### config.mk
export PLATFORM = sky130hd
export DESIGN_NAME = xor_hash_engine_flat
export DESIGN_NICKNAME = d
export VERILOG_FILES = /design/src/rtl/xor_hash_pkg.sv /design/src/rtl/xor_hash_engine_if.sv /design/src/rtl/xor_hash_partial.sv /design/src/rtl/xor_hash_engine.sv /design/src/flat_wrapper.sv
export SDC_FILE = /design/constraint.sdc
export NUM_CORES = 1
export LEC_CHECK = 0
export BUFFER_PORTS_ARGS = -buffer_cell sky130_fd_sc_hd__buf_2
export CORE_MARGIN = 2
export CORE_UTILIZATION = 50
export CTS_CLUSTER_DIAMETER = 80
export DETAILED_ROUTE_END_ITERATION = 10
export GPL_ROUTABILITY_DRIVEN = 0
export GPL_TIMING_DRIVEN = 1
export MAX_ROUTING_LAYER = met4
export PLACE_DENSITY_LB_ADDON = 0.08
export SLEW_MARGIN = 20
export SYNTH_ARGS = -nofsm -noshare
export SYNTH_HDL_FRONTEND = slang
export SYNTH_SLANG_ARGS = --single-unit
### constraint.sdc
create_clock -name clk -period 17.1 [get_ports clk]
set_clock_uncertainty 0.05 [all_clocks]
set_input_delay 1.71 -clock clk [delete_from_list [all_inputs] [get_ports clk]]
set_output_delay 1.71 -clock clk [all_outputs]
set_load 0.1 [all_outputs]
### src/rtl/xor_hash_pkg.sv
// Shared constants and helpers for the H3/XOR hash matrix, common to the
// hash_q provider blocks and the xor_hash_engine consumer.
package xor_hash_pkg;

    localparam int DEF_KEY_WIDTH   = 32;
    localparam int DEF_INDEX_WIDTH = 12;
    localparam int DEF_TAG_WIDTH   = 8;
    localparam int DEF_MATRIX_WIDTH = DEF_KEY_WIDTH * DEF_INDEX_WIDTH;

    typedef logic [DEF_INDEX_WIDTH-1:0]  row_t;
    typedef logic [DEF_MATRIX_WIDTH-1:0] matrix_t;

    // Row i of the flat matrix bus lives at [INDEX_WIDTH*i +: INDEX_WIDTH].
    function automatic row_t row_slice(input matrix_t m, input int unsigned i);
        return m[DEF_INDEX_WIDTH*i +: DEF_INDEX_WIDTH];
    endfunction

endpackage

### src/rtl/xor_hash_engine_if.sv
// Matrix-load and key/result stream signals of the xor_hash_engine.
// Both streams use valid/ready: a transfer happens on a rising edge where
// valid and ready are both high; a raised valid and its payload must stay
// stable until that edge, and ready may depend combinationally on valid.
interface xor_hash_engine_if
    import xor_hash_pkg::*;
#(
    parameter int KEY_WIDTH   = DEF_KEY_WIDTH,
    parameter int INDEX_WIDTH = DEF_INDEX_WIDTH,
    parameter int TAG_WIDTH   = DEF_TAG_WIDTH
);
    logic [INDEX_WIDTH*KEY_WIDTH-1:0] hash_q_in;
    logic                             q_load;
    logic                             q_loaded;
    logic                             in_valid;
    logic                             in_ready;
    logic [KEY_WIDTH-1:0]             in_key;
    logic [TAG_WIDTH-1:0]             in_tag;
    logic                             out_valid;
    logic                             out_ready;
    logic [INDEX_WIDTH-1:0]           out_index;
    logic [TAG_WIDTH-1:0]             out_tag;

    modport master (
        output hash_q_in, q_load, in_valid, in_key, in_tag, out_ready,
        input  q_loaded, in_ready, out_valid, out_index, out_tag
    );

    modport slave (
        input  hash_q_in, q_load, in_valid, in_key, in_tag, out_ready,
        output q_loaded, in_ready, out_valid, out_index, out_tag
    );
endinterface

### src/rtl/xor_hash_partial.sv
// Combinational masked XOR reduction: XOR of every matrix row i in
// [ROW_LO, ROW_LO+ROW_CNT) whose key bit i is set.
module xor_hash_partial
    import xor_hash_pkg::*;
#(
    parameter int KEY_WIDTH   = DEF_KEY_WIDTH,
    parameter int INDEX_WIDTH = DEF_INDEX_WIDTH,
    parameter int ROW_LO      = 0,
    parameter int ROW_CNT     = DEF_KEY_WIDTH / 2
) (
    input  logic [KEY_WIDTH*INDEX_WIDTH-1:0] matrix,
    input  logic [KEY_WIDTH-1:0]             key,
    output logic [INDEX_WIDTH-1:0]           partial
);
    always_comb begin
        partial = '0;
        for (int i = 0; i < KEY_WIDTH; i++) begin
            if (i >= ROW_LO && i < ROW_LO + ROW_CNT && key[i]) begin
                partial = partial ^ matrix[INDEX_WIDTH*i +: INDEX_WIDTH];
            end
        end
    end
endmodule

### src/rtl/xor_hash_engine.sv
// H3/XOR hash engine: snapshots the hash_q matrix on q_load, then hashes a
// key stream through a two-stage pipeline (split partials, then final XOR).
module xor_hash_engine
    import xor_hash_pkg::*;
#(
    parameter int KEY_WIDTH   = DEF_KEY_WIDTH,
    parameter int INDEX_WIDTH = DEF_INDEX_WIDTH,
    parameter int TAG_WIDTH   = DEF_TAG_WIDTH
) (
    input logic               clk,
    input logic               rst,
    xor_hash_engine_if.slave  bus
);
    localparam int MW     = KEY_WIDTH * INDEX_WIDTH;
    localparam int LO_CNT = KEY_WIDTH / 2;
    localparam int HI_CNT = KEY_WIDTH - LO_CNT;

    logic [MW-1:0]          matrix_q, matrix_d;
    logic                   q_loaded_q, q_loaded_d;
    logic                   s1_valid_q, s1_valid_d;
    logic [INDEX_WIDTH-1:0] s1_pa_q, s1_pa_d;
    logic [INDEX_WIDTH-1:0] s1_pb_q, s1_pb_d;
    logic [TAG_WIDTH-1:0]   s1_tag_q, s1_tag_d;
    logic                   s2_valid_q, s2_valid_d;
    logic [INDEX_WIDTH-1:0] s2_index_q, s2_index_d;
    logic [TAG_WIDTH-1:0]   s2_tag_q, s2_tag_d;

    logic                   s2_free, s1_adv, in_ready, accept;
    logic [INDEX_WIDTH-1:0] pa, pb;

    // Partials always read the registered matrix; accept is blocked in the
    // q_load cycle, so an accepted key never sees a half-updated matrix.
    xor_hash_partial #(
        .KEY_WIDTH(KEY_WIDTH), .INDEX_WIDTH(INDEX_WIDTH),
        .ROW_LO(0), .ROW_CNT(LO_CNT)
    ) u_part_a (.matrix(matrix_q), .key(bus.in_key), .partial(pa));

    xor_hash_partial #(
        .KEY_WIDTH(KEY_WIDTH), .INDEX_WIDTH(INDEX_WIDTH),
        .ROW_LO(LO_CNT), .ROW_CNT(HI_CNT)
    ) u_part_b (.matrix(matrix_q), .key(bus.in_key), .partial(pb));

    always_comb begin
        s2_free  = ~s2_valid_q | bus.out_ready;
        s1_adv   = s1_valid_q & s2_free;
        in_ready = q_loaded_q & ~bus.q_load & (~s1_valid_q | s1_adv);
        accept   = bus.in_valid & in_ready;

        matrix_d   = matrix_q;
        q_loaded_d = q_loaded_q;
        s1_valid_d = s1_valid_q;
        s1_pa_d    = s1_pa_q;
        s1_pb_d    = s1_pb_q;
        s1_tag_d   = s1_tag_q;
        s2_valid_d = s2_valid_q;
        s2_index_d = s2_index_q;
        s2_tag_d   = s2_tag_q;

        if (bus.q_load) begin
            matrix_d   = bus.hash_q_in;
            q_loaded_d = 1'b1;
        end

        if (accept) begin
            s1_valid_d = 1'b1;
            s1_pa_d    = pa;
            s1_pb_d    = pb;
            s1_tag_d   = bus.in_tag;
        end else if (s1_adv) begin
            s1_valid_d = 1'b0;
        end

        if (s1_adv) begin
            s2_valid_d = 1'b1;
            s2_index_d = s1_pa_q ^ s1_pb_q;
            s2_tag_d   = s1_tag_q;
        end else if (bus.out_ready) begin
            s2_valid_d = 1'b0;
        end
    end

    always_ff @(posedge clk or posedge rst) begin
        if (rst) begin
            matrix_q   <= '0;
            q_loaded_q <= 1'b0;
            s1_valid_q <= 1'b0;
            s1_pa_q    <= '0;
            s1_pb_q    <= '0;
            s1_tag_q   <= '0;
            s2_valid_q <= 1'b0;
            s2_index_q <= '0;
            s2_tag_q   <= '0;
        end else begin
            matrix_q   <= matrix_d;
            q_loaded_q <= q_loaded_d;
            s1_valid_q <= s1_valid_d;
            s1_pa_q    <= s1_pa_d;
            s1_pb_q    <= s1_pb_d;
            s1_tag_q   <= s1_tag_d;
            s2_valid_q <= s2_valid_d;
            s2_index_q <= s2_index_d;
            s2_tag_q   <= s2_tag_d;
        end
    end

    assign bus.in_ready  = in_ready;
    assign bus.q_loaded  = q_loaded_q;
    assign bus.out_valid = s2_valid_q;
    assign bus.out_index = s2_index_q;
    assign bus.out_tag   = s2_tag_q;
endmodule
### src/flat_wrapper.sv
// flat-port wrapper written by rule: the top's interface ports become plain ports
module xor_hash_engine_flat import xor_hash_pkg::*;
#(
    parameter int KEY_WIDTH   = DEF_KEY_WIDTH,
    parameter int INDEX_WIDTH = DEF_INDEX_WIDTH,
    parameter int TAG_WIDTH   = DEF_TAG_WIDTH
)
  (clk, rst, bus_hash_q_in, bus_q_load, bus_in_valid, bus_in_key, bus_in_tag, bus_out_ready, bus_q_loaded, bus_in_ready, bus_out_valid, bus_out_index, bus_out_tag);
  xor_hash_engine_if #(.KEY_WIDTH(KEY_WIDTH), .INDEX_WIDTH(INDEX_WIDTH), .TAG_WIDTH(TAG_WIDTH)) bus_i ();
  input logic clk;
  input logic rst;
  input wire logic [$bits(bus_i.hash_q_in)-1:0] bus_hash_q_in;
  input wire logic [$bits(bus_i.q_load)-1:0] bus_q_load;
  input wire logic [$bits(bus_i.in_valid)-1:0] bus_in_valid;
  input wire logic [$bits(bus_i.in_key)-1:0] bus_in_key;
  input wire logic [$bits(bus_i.in_tag)-1:0] bus_in_tag;
  input wire logic [$bits(bus_i.out_ready)-1:0] bus_out_ready;
  output wire logic [$bits(bus_i.q_loaded)-1:0] bus_q_loaded;
  output wire logic [$bits(bus_i.in_ready)-1:0] bus_in_ready;
  output wire logic [$bits(bus_i.out_valid)-1:0] bus_out_valid;
  output wire logic [$bits(bus_i.out_index)-1:0] bus_out_index;
  output wire logic [$bits(bus_i.out_tag)-1:0] bus_out_tag;
  assign bus_i.hash_q_in = bus_hash_q_in;
  assign bus_i.q_load = bus_q_load;
  assign bus_i.in_valid = bus_in_valid;
  assign bus_i.in_key = bus_in_key;
  assign bus_i.in_tag = bus_in_tag;
  assign bus_i.out_ready = bus_out_ready;
  assign bus_q_loaded = bus_i.q_loaded;
  assign bus_in_ready = bus_i.in_ready;
  assign bus_out_valid = bus_i.out_valid;
  assign bus_out_index = bus_i.out_index;
  assign bus_out_tag = bus_i.out_tag;
  xor_hash_engine #(.KEY_WIDTH(KEY_WIDTH), .INDEX_WIDTH(INDEX_WIDTH), .TAG_WIDTH(TAG_WIDTH)) u_core (.clk(clk), .rst(rst), .bus(bus_i));
endmodule
### After elaboration in Yosys (flattened, before gate mapping)

Cells that the tools add are included.

| cells by class | value |
|---|---|
| bitwise logic cells | 40 |
| multiplexer cells | 36 |
| reductions and logical operators | 2 |

Operators by type and width:

| operator | count |
|---|---|
| $mux 12 | 32 |
| $xor 12x12->12 | 31 |
| $and 1x1->1 | 4 |
| $mux 1 | 4 |
| $reduce_bool 2->1 | 2 |
| $not 1->1 | 3 |
| $or 1x1->1 | 2 |

| word-level totals | value |
|---|---|
| input bits | 429 |
| output and inout port bits | 23 |
| logic and storage cells | 87 |
| flip-flop bits (word level) | 439 |

### Logic depth before layout (Yosys ltp)

Gate-level depths: netlist of run 1.

| depth | value |
|---|---|
| depth in word-level cells | 31 |
| mapped depth | 7 |
| depth with buffers taken out | 6 |

### By module

A second synthesis of run 1 with hierarchy kept.

| second synthesis, totals | value |
|---|---|
| cell total of the unflattened synthesis | 1,721 |
| area total of the unflattened synthesis | 21,242.9 sq um |

By module, submodules not included:

| module | instances | sequential area each (sq um) | area an instance (sq um) | cells an instance |
|---|---|---|---|---|
| xor_hash_engine | 1 | 10,985.5 | 16,328.2 | 945 |
| xor_hash_partial | 2 | 0.0 | 2,457.4 | 388 |

### Worst setup path after synthesis of run 1

No wires, ideal clock.

| timing path | value |
|---|---|
| path kind | input -> output |
| start | input port bus_q_load |
| end | output port bus_in_ready |
| arrival time | 2,703 ps |
| data required time | 15,340 ps |
| cell stages on the path | 2 |
| path slack | 12,637 ps |
| path buffers | 1 |
| cells stage by stage | buf_2 and3b_1 |

| on the way | value |
|---|---|
| cells in the longest elaborated chain, start to end | 3 |

RTL lines:

| item | line | text |
|---|---|---|
| from (decl) | flat_wrapper.sv:13 | `input wire logic [$bits(bus_i.q_load)-1:0] bus_q_load;` |
| $not 1->1 | xor_hash_engine.sv:46 | `in_ready = q_loaded_q & ~bus.q_load & (~s1_valid_q \| s1_adv);` |
| $and 1x1->1 (2 in a row) | xor_hash_engine.sv:46 |  |
| to (decl) | flat_wrapper.sv:19 | `output wire logic [$bits(bus_i.in_ready)-1:0] bus_in_ready;` |

No other way between the ends.

### Worst setup path in the final report of run 1

Ends and elaborated chain as after synthesis.

==> results.tsv, run 1 <==
metric	value	unit
synth_cells	1760	
ys_types	19	
rows	75	
h-tree-depth	2	
synth-compound-area-share	0.8428	%
drt_drc_violations_left	0	
antenna_found_initial	26	
grt_pass1_vias	14690	
timing.slew.headroom	27.98	%
peakVddDrop	78.90	uV
final_antenna_net_count	0	
synth_top_family_by_area	multiplexers	
report.final.hold_viol_count	0	
die-area	44420	um2
worst_pin_slew	1.078	ns
portBuffers	451	
post_cts_resized	0	
cts_hold_buf	0	
period_needed	4.720	ns
cts-root-buf	clkbuf_16	
grt_max_degree	158	
final_cell_mix	450 x buf_2, 439 x dfrtp_1, 408 x nand2_1	
power_density	124.5	nW/um2
status	completed	
synth-seq-cells	439	
num_vias	14010	
critical_path_class	input port to output pin	
core-area	42040	um2
synthXorXnorAreaFrac	16.19	%
drv_slew	0	
vias_per_cell	5.020	
post-cts-setup-buffers	0	
rsz0062_at_grt	no	
setup_tns	0	ns
worst_r2r_startpoint	u_core.bus.out_valid	
worstPathArrival	2.96	ns
drive_above_1_share	43.96	%
fmax	211.9	MHz
die_y	210.8	um
areaGrowthSynthToFinish	19.24	%
layout_commonest_cell	buf_2	
dr.pass1.iters	4	
crit_start	bus_q_load	
drv_cap	0	
die_x	210.8	um
grt_pass1_wl	87.47	mm
io_pins	452	
setup_violations	0	
drt_wl_total	57.77	mm
synth_fa_ha_area_share	0	%
r2r_setup_slack	15.07	ns
drt_iter0_drc	927	
initial_core_util	50.85	%
hp-class	register to register	
worstReg2RegEnd	u_core.s1_tag_q[1]	
synthSimpleGateAreaFrac	7.755	%
yosys_warnings	0	
track_usage	27.15	%
netlist_area	21380	um2
synth_mux_area_share	21.07	%
clk_path_buf_depth	3	
leakagePower	0.01140	uW
synth_nets	2189	
hpwl	41.96	mm
min_period_over_period	27.60	%
clock_sinks	439	
startpoint_type	input port	
syn_area_per_cell	12.15	um2
total_power	3174	uW
overflow	0	
cts_made_buffers	49	
clock_latency	0.58	ns
critPathMaxFanout	116	
seq_area_frac_synth	51.39	%
layout.nets	2615	
endpoint	bus_in_ready	
worstRegToRegCells	4	
end_kind	output pin	
path_clk_slew	0.06	ns
cts_tree	done	
route.detailed.wl_per_inst	20.70	um
required	15.34	ns
==> stage by stage <==
step | area (um2) | hold WS (ns) | instances | util [%] | setup WS, ns
floorplan | 21380 | 0.4069 | 1760 | - | 3.110
global placement | 23810 | 0.4090 | 2673 | 56.63 | 12.29
detailed placement | 23810 | 0.4146 | 2673 | 56.63 | 12.26
CTS | 25390 | 0.4278 | 2763 | 60.40 | 12.36
global route | 25490 | 0.4446 | 2790 | 60.62 | 12.31
finish | 25490 | 0.4261 | 2791 | 60.63 | 12.38
==> worst min path at each step <==
| stage | startpoint | endpoint | slack, ns | cells after the start |
|---|---|---|---|---|
| floorplan | u_core.s1_valid_q | u_core.bus.out_valid | 0.41 | 1 |
| global placement | u_core.bus.out_index[5] | u_core.bus.out_index[5] | 0.41 | 2 |
| detailed placement | u_core.bus.out_index[5] | u_core.bus.out_index[5] | 0.41 | 2 |
| CTS | u_core.bus.out_index[5] | u_core.bus.out_index[5] | 0.43 | 2 |
| global route | u_core.bus.out_index[3] | u_core.bus.out_index[3] | 0.44 | 2 |
| finish | u_core.bus.out_index[5] | u_core.bus.out_index[5] | 0.43 | 2 |
==> power by group <==
part | internal [uW] | switching (uW) | total, uW
sequential | 1180 | 76.9 | 1260
combinational | 350 | 512 | 862
clock | 620 | 434 | 1050
==> worst max-delay path: stages <==
cell and delay (ns):
buf_8 0.64, and3b_1 0.29, buf_2 0.29
==> Yosys cell counts <==
library cell	n	area (um2)
or2_2	1	6.260
dfrtp_1	439	10990
clkbuf_1	12	45.04
and3b_1	1	8.760
nand2_2	14	87.58
o21ai_1	24	120.1
xnor2_1	249	2181
buf_2	38	190.2
nand3b_1	1	7.510
inv_1	1	3.750
mux2_2	400	4504
buf_6	26	292.8
o21ai_0	12	60.06
nand2b_1	2	12.51
buf_4	7	52.55
xor2_1	96	840.8
nand2_1	409	1535
xnor2_2	27	439.2
buf_1	1	3.750
==> flip-flops by register name, summed over array words and instances, names as in the netlist <==
name and count:
u_core.s1_pb_q 12, u_core.matrix_q 384, u_core.s1_pa_q 12, u_core.bus.q_loaded 1
u_core.s1_tag_q 8, u_core.s1_valid_q 1, u_core.bus.out_tag 8, u_core.bus.out_index 12
u_core.bus.out_valid 1
==> cell families (layout without fill, tap and decap cells) <==
group | count (synthesis) | after routing
xor+xnor | 372 | 372
buf+inv | 85 | 550
mux | 400 | 400
simple gates | 428 | 428
flops | 439 | 439
compound gates | 36 | 36
other cells | 0 | 27
==> per-layer routing <==
layer / global-route usage [%] / up-vias / wire length (um)
met3: 6.140 / 72 / 3453
li1: - / 6630 / -
met5: - / - / 0
met2: 40.92 / 325 / 26830
met4: 7.649 / 0 / 1039
met1: 37.06 / 6985 / 26450
==> final cells by class <==
type,instances,area [um2]
clock buffers,71,1379
well taps,539,674.4
diodes,27,67.56
repair buffers,459,2360
multi-input cells,1236,9806
fillers,3599,16550
inverters,1,11.26
clock inverters,19,206.4
flip-flops and latches,439,10990
(Power assumes the default switching activity.)
==> run 2, diff against run 1 <==
Settings changed: ABC_AREA set to 1.
Clock period 17.1 ns to 4.15 ns, I/O delays scaled along.
==> run 2 against run 1 <==
Net effect:
- hold slack worse by 0.41 ns
- final cell count up 61%
- highest routed layer unchanged
- combinational power rose to 4.0 times the previous value
- sequential cell count unchanged
==> results.tsv, run 2 <==
metric	value	unit
status	completed	
syn_area_per_cell	7.232	um2
fmax	394.3	MHz
worstRegToRegCells	6	
layout_setup_ws	1.614	ns
synth_cells	3198	
post_cts_resized	0	
regMostFlops	u_core.matrix_q	
critical_path_class	input port to output pin	
route.detailed.wl_per_inst	16.26	um
drt_iter0_drc	1787	
portBuffers	451	
netlist_area	23130	um2
async_reset_ff_share	100.0	%
synth_edf_count	0	
dr.pass1.iters	7	
drv_slew	0	
nFillCells	3967	
final_antenna_net_count	0	
ys_types	23	
seq_area	10990	um2
drt_wl_total	72.98	mm
cts_tree	done	
report.final.hold_viol_count	0	
vias_per_cell	4.951	
yosysTopAreaCellShare	47.50	%
grt_pass1_vias	22110	
grt_pass1_wl	114.2	mm
leakagePower	0.01670	uW
yosysMostFrequentCell	nand2_1	
ys.flop_type	dfrtp_1	
yosys_warnings	0	
synthTopCellsByArea	dfrtp_1 48%, nand2_1 33%, xnor2_1 5.0%	
hpwl	50.24	mm
seq_area_frac_synth	47.50	%
worstPathArrival	2.07	ns
die_y	219.1	um
synth-seq-cells	439	
cts-root-buf	clkbuf_16	
drive_above_1_share	14.38	%
timing.slew.headroom	37.01	%
startpoint_type	input port	
layout.nets	4280	
grt_max_degree	193	
antenna_found_initial	2	
cts_made_buffers	48	
holdPathStages	3	
drt_drc_violations_left	0	
initial_core_util	50.85	%
synth_nets	3627	
critPathMaxFanout	130	
io_pins	452	
synth_top_area_cell	dfrtp_1	
largest_reg_flops	384	
num_vias	22220	
drv_cap	0	
clock_latency	0.58	ns
clk_path_buf_depth	3	
path_clk_slew	0.06	ns
synth_common_cells	2009 x nand2_1, 439 x dfrtp_1, 158 x inv_1	
setup_tns	0	ns
utilization	65.93	%
track_usage	31.45	%
rows	78	
die-area	47990	um2
layout_commonest_cell	nand2_1	
worst_pin_slew	0.9449	ns
min_period_over_period	61.11	%
multi_input_area	10890	um2
required	3.68	ns
core-area	45480	um2
areaGrowthSynthToFinish	29.66	%
overflow	0	
clock_sinks	439	
final_cell_mix	2009 x nand2_1, 450 x buf_2, 439 x dfrtp_1	
die_x	219.1	um
rsz0062_at_grt	no	
h-tree-depth	2	
total_power	12970	uW
end_kind	output pin	
setup_violations	0	
power_density	432.6	nW/um2
place_ws	1.127	ns
hp-class	input port to register	
period_needed	2.536	ns
peakVddDrop	278.8	uV
==> run 2: path summary, 6_finish.rpt <==
check | endpoint | slack [ns] | startpoint
setup / recovery | bus_in_ready | 1.61 | bus_q_load
hold / removal | u_core.matrix_q[333] | 0.01 | bus_hash_q_in[333]
setup reg to reg | u_core.s1_tag_q[1] | 2.03 | u_core.bus.out_valid
hold reg to reg | u_core.matrix_q[365] | 0.42 | u_core.matrix_q[365]
max in group asynchronous | u_core.matrix_q[347] | 2.35 | rst
min in group asynchronous | u_core.matrix_q[141] | 0.51 | rst
==> run 2: logic make-up (layout without fill, tap and decap cells) <==
kind of cell           Yosys count  after routing  share of synthesized area, %
AO/OA/AOI/OAI                   27             27                        0.5843
AND/OR/NAND/NOR               2202           2202                         36.98
buffers and inverters          288            976                         5.405
XOR/XNOR                       241            241                         9.484
flip-flops                     439            439                         47.50
other                            0              2                             0
multiplexers                     1              1                       0.04869
==> run 2: timing repair <==
action,4_1_cts,5_1_grt
buffers inserted,0,0
hold buffers,265,0
endpoints found under the hold margin,293,0
==> run 2: worst max-delay path: stages <==
cell     delay, ns
buf_8         0.55
inv_8         0.36
nand3_1       0.19
inv_1         0.08
buf_2         0.30
==> run 2: report_power, final <==
| part | switching [uW] | total (uW) | internal [uW] |
|---|---|---|---|
| combinational | 2260 | 3410 | 1140 |
| sequential | 315 | 5100 | 4790 |
| clock | 1770 | 4460 | 2690 |
==> run 2: layout make-up <==
cell class | count | area share [%]
Antenna cell | 2 | 0.01669
Clock buffer | 72 | 4.677
Clock inverter | 13 | 0.7177
Inverter | 160 | 2.040
Multi-Input combinational cell | 2471 | 36.32
Sequential cell | 439 | 36.64
Tap cell | 600 | 2.504
Timing Repair Buffer | 731 | 17.09
==> run 2: per-stage QoR <==
step | cells | instance area [um2] | hold slack, ns
after global routing | 4488 | 29990 | 0.004018
final | 4488 | 29990 | 0.01165
after global placement | 4136 | 25710 | 0.4028
after detailed placement | 4136 | 25710 | 0.4078
after CTS | 4486 | 29980 | 0.00007599
after floorplan | 3198 | 23130 | 0.3917
==> run 2: metal layers <==
metal,share of wire (%),up-vias,track usage [%]
li1,-,10910,-
met1,41,10380,37.76
met2,49,734,52.89
met3,5.2,197,3.257
met4,5.4,0,15.83
met5,0,-,-
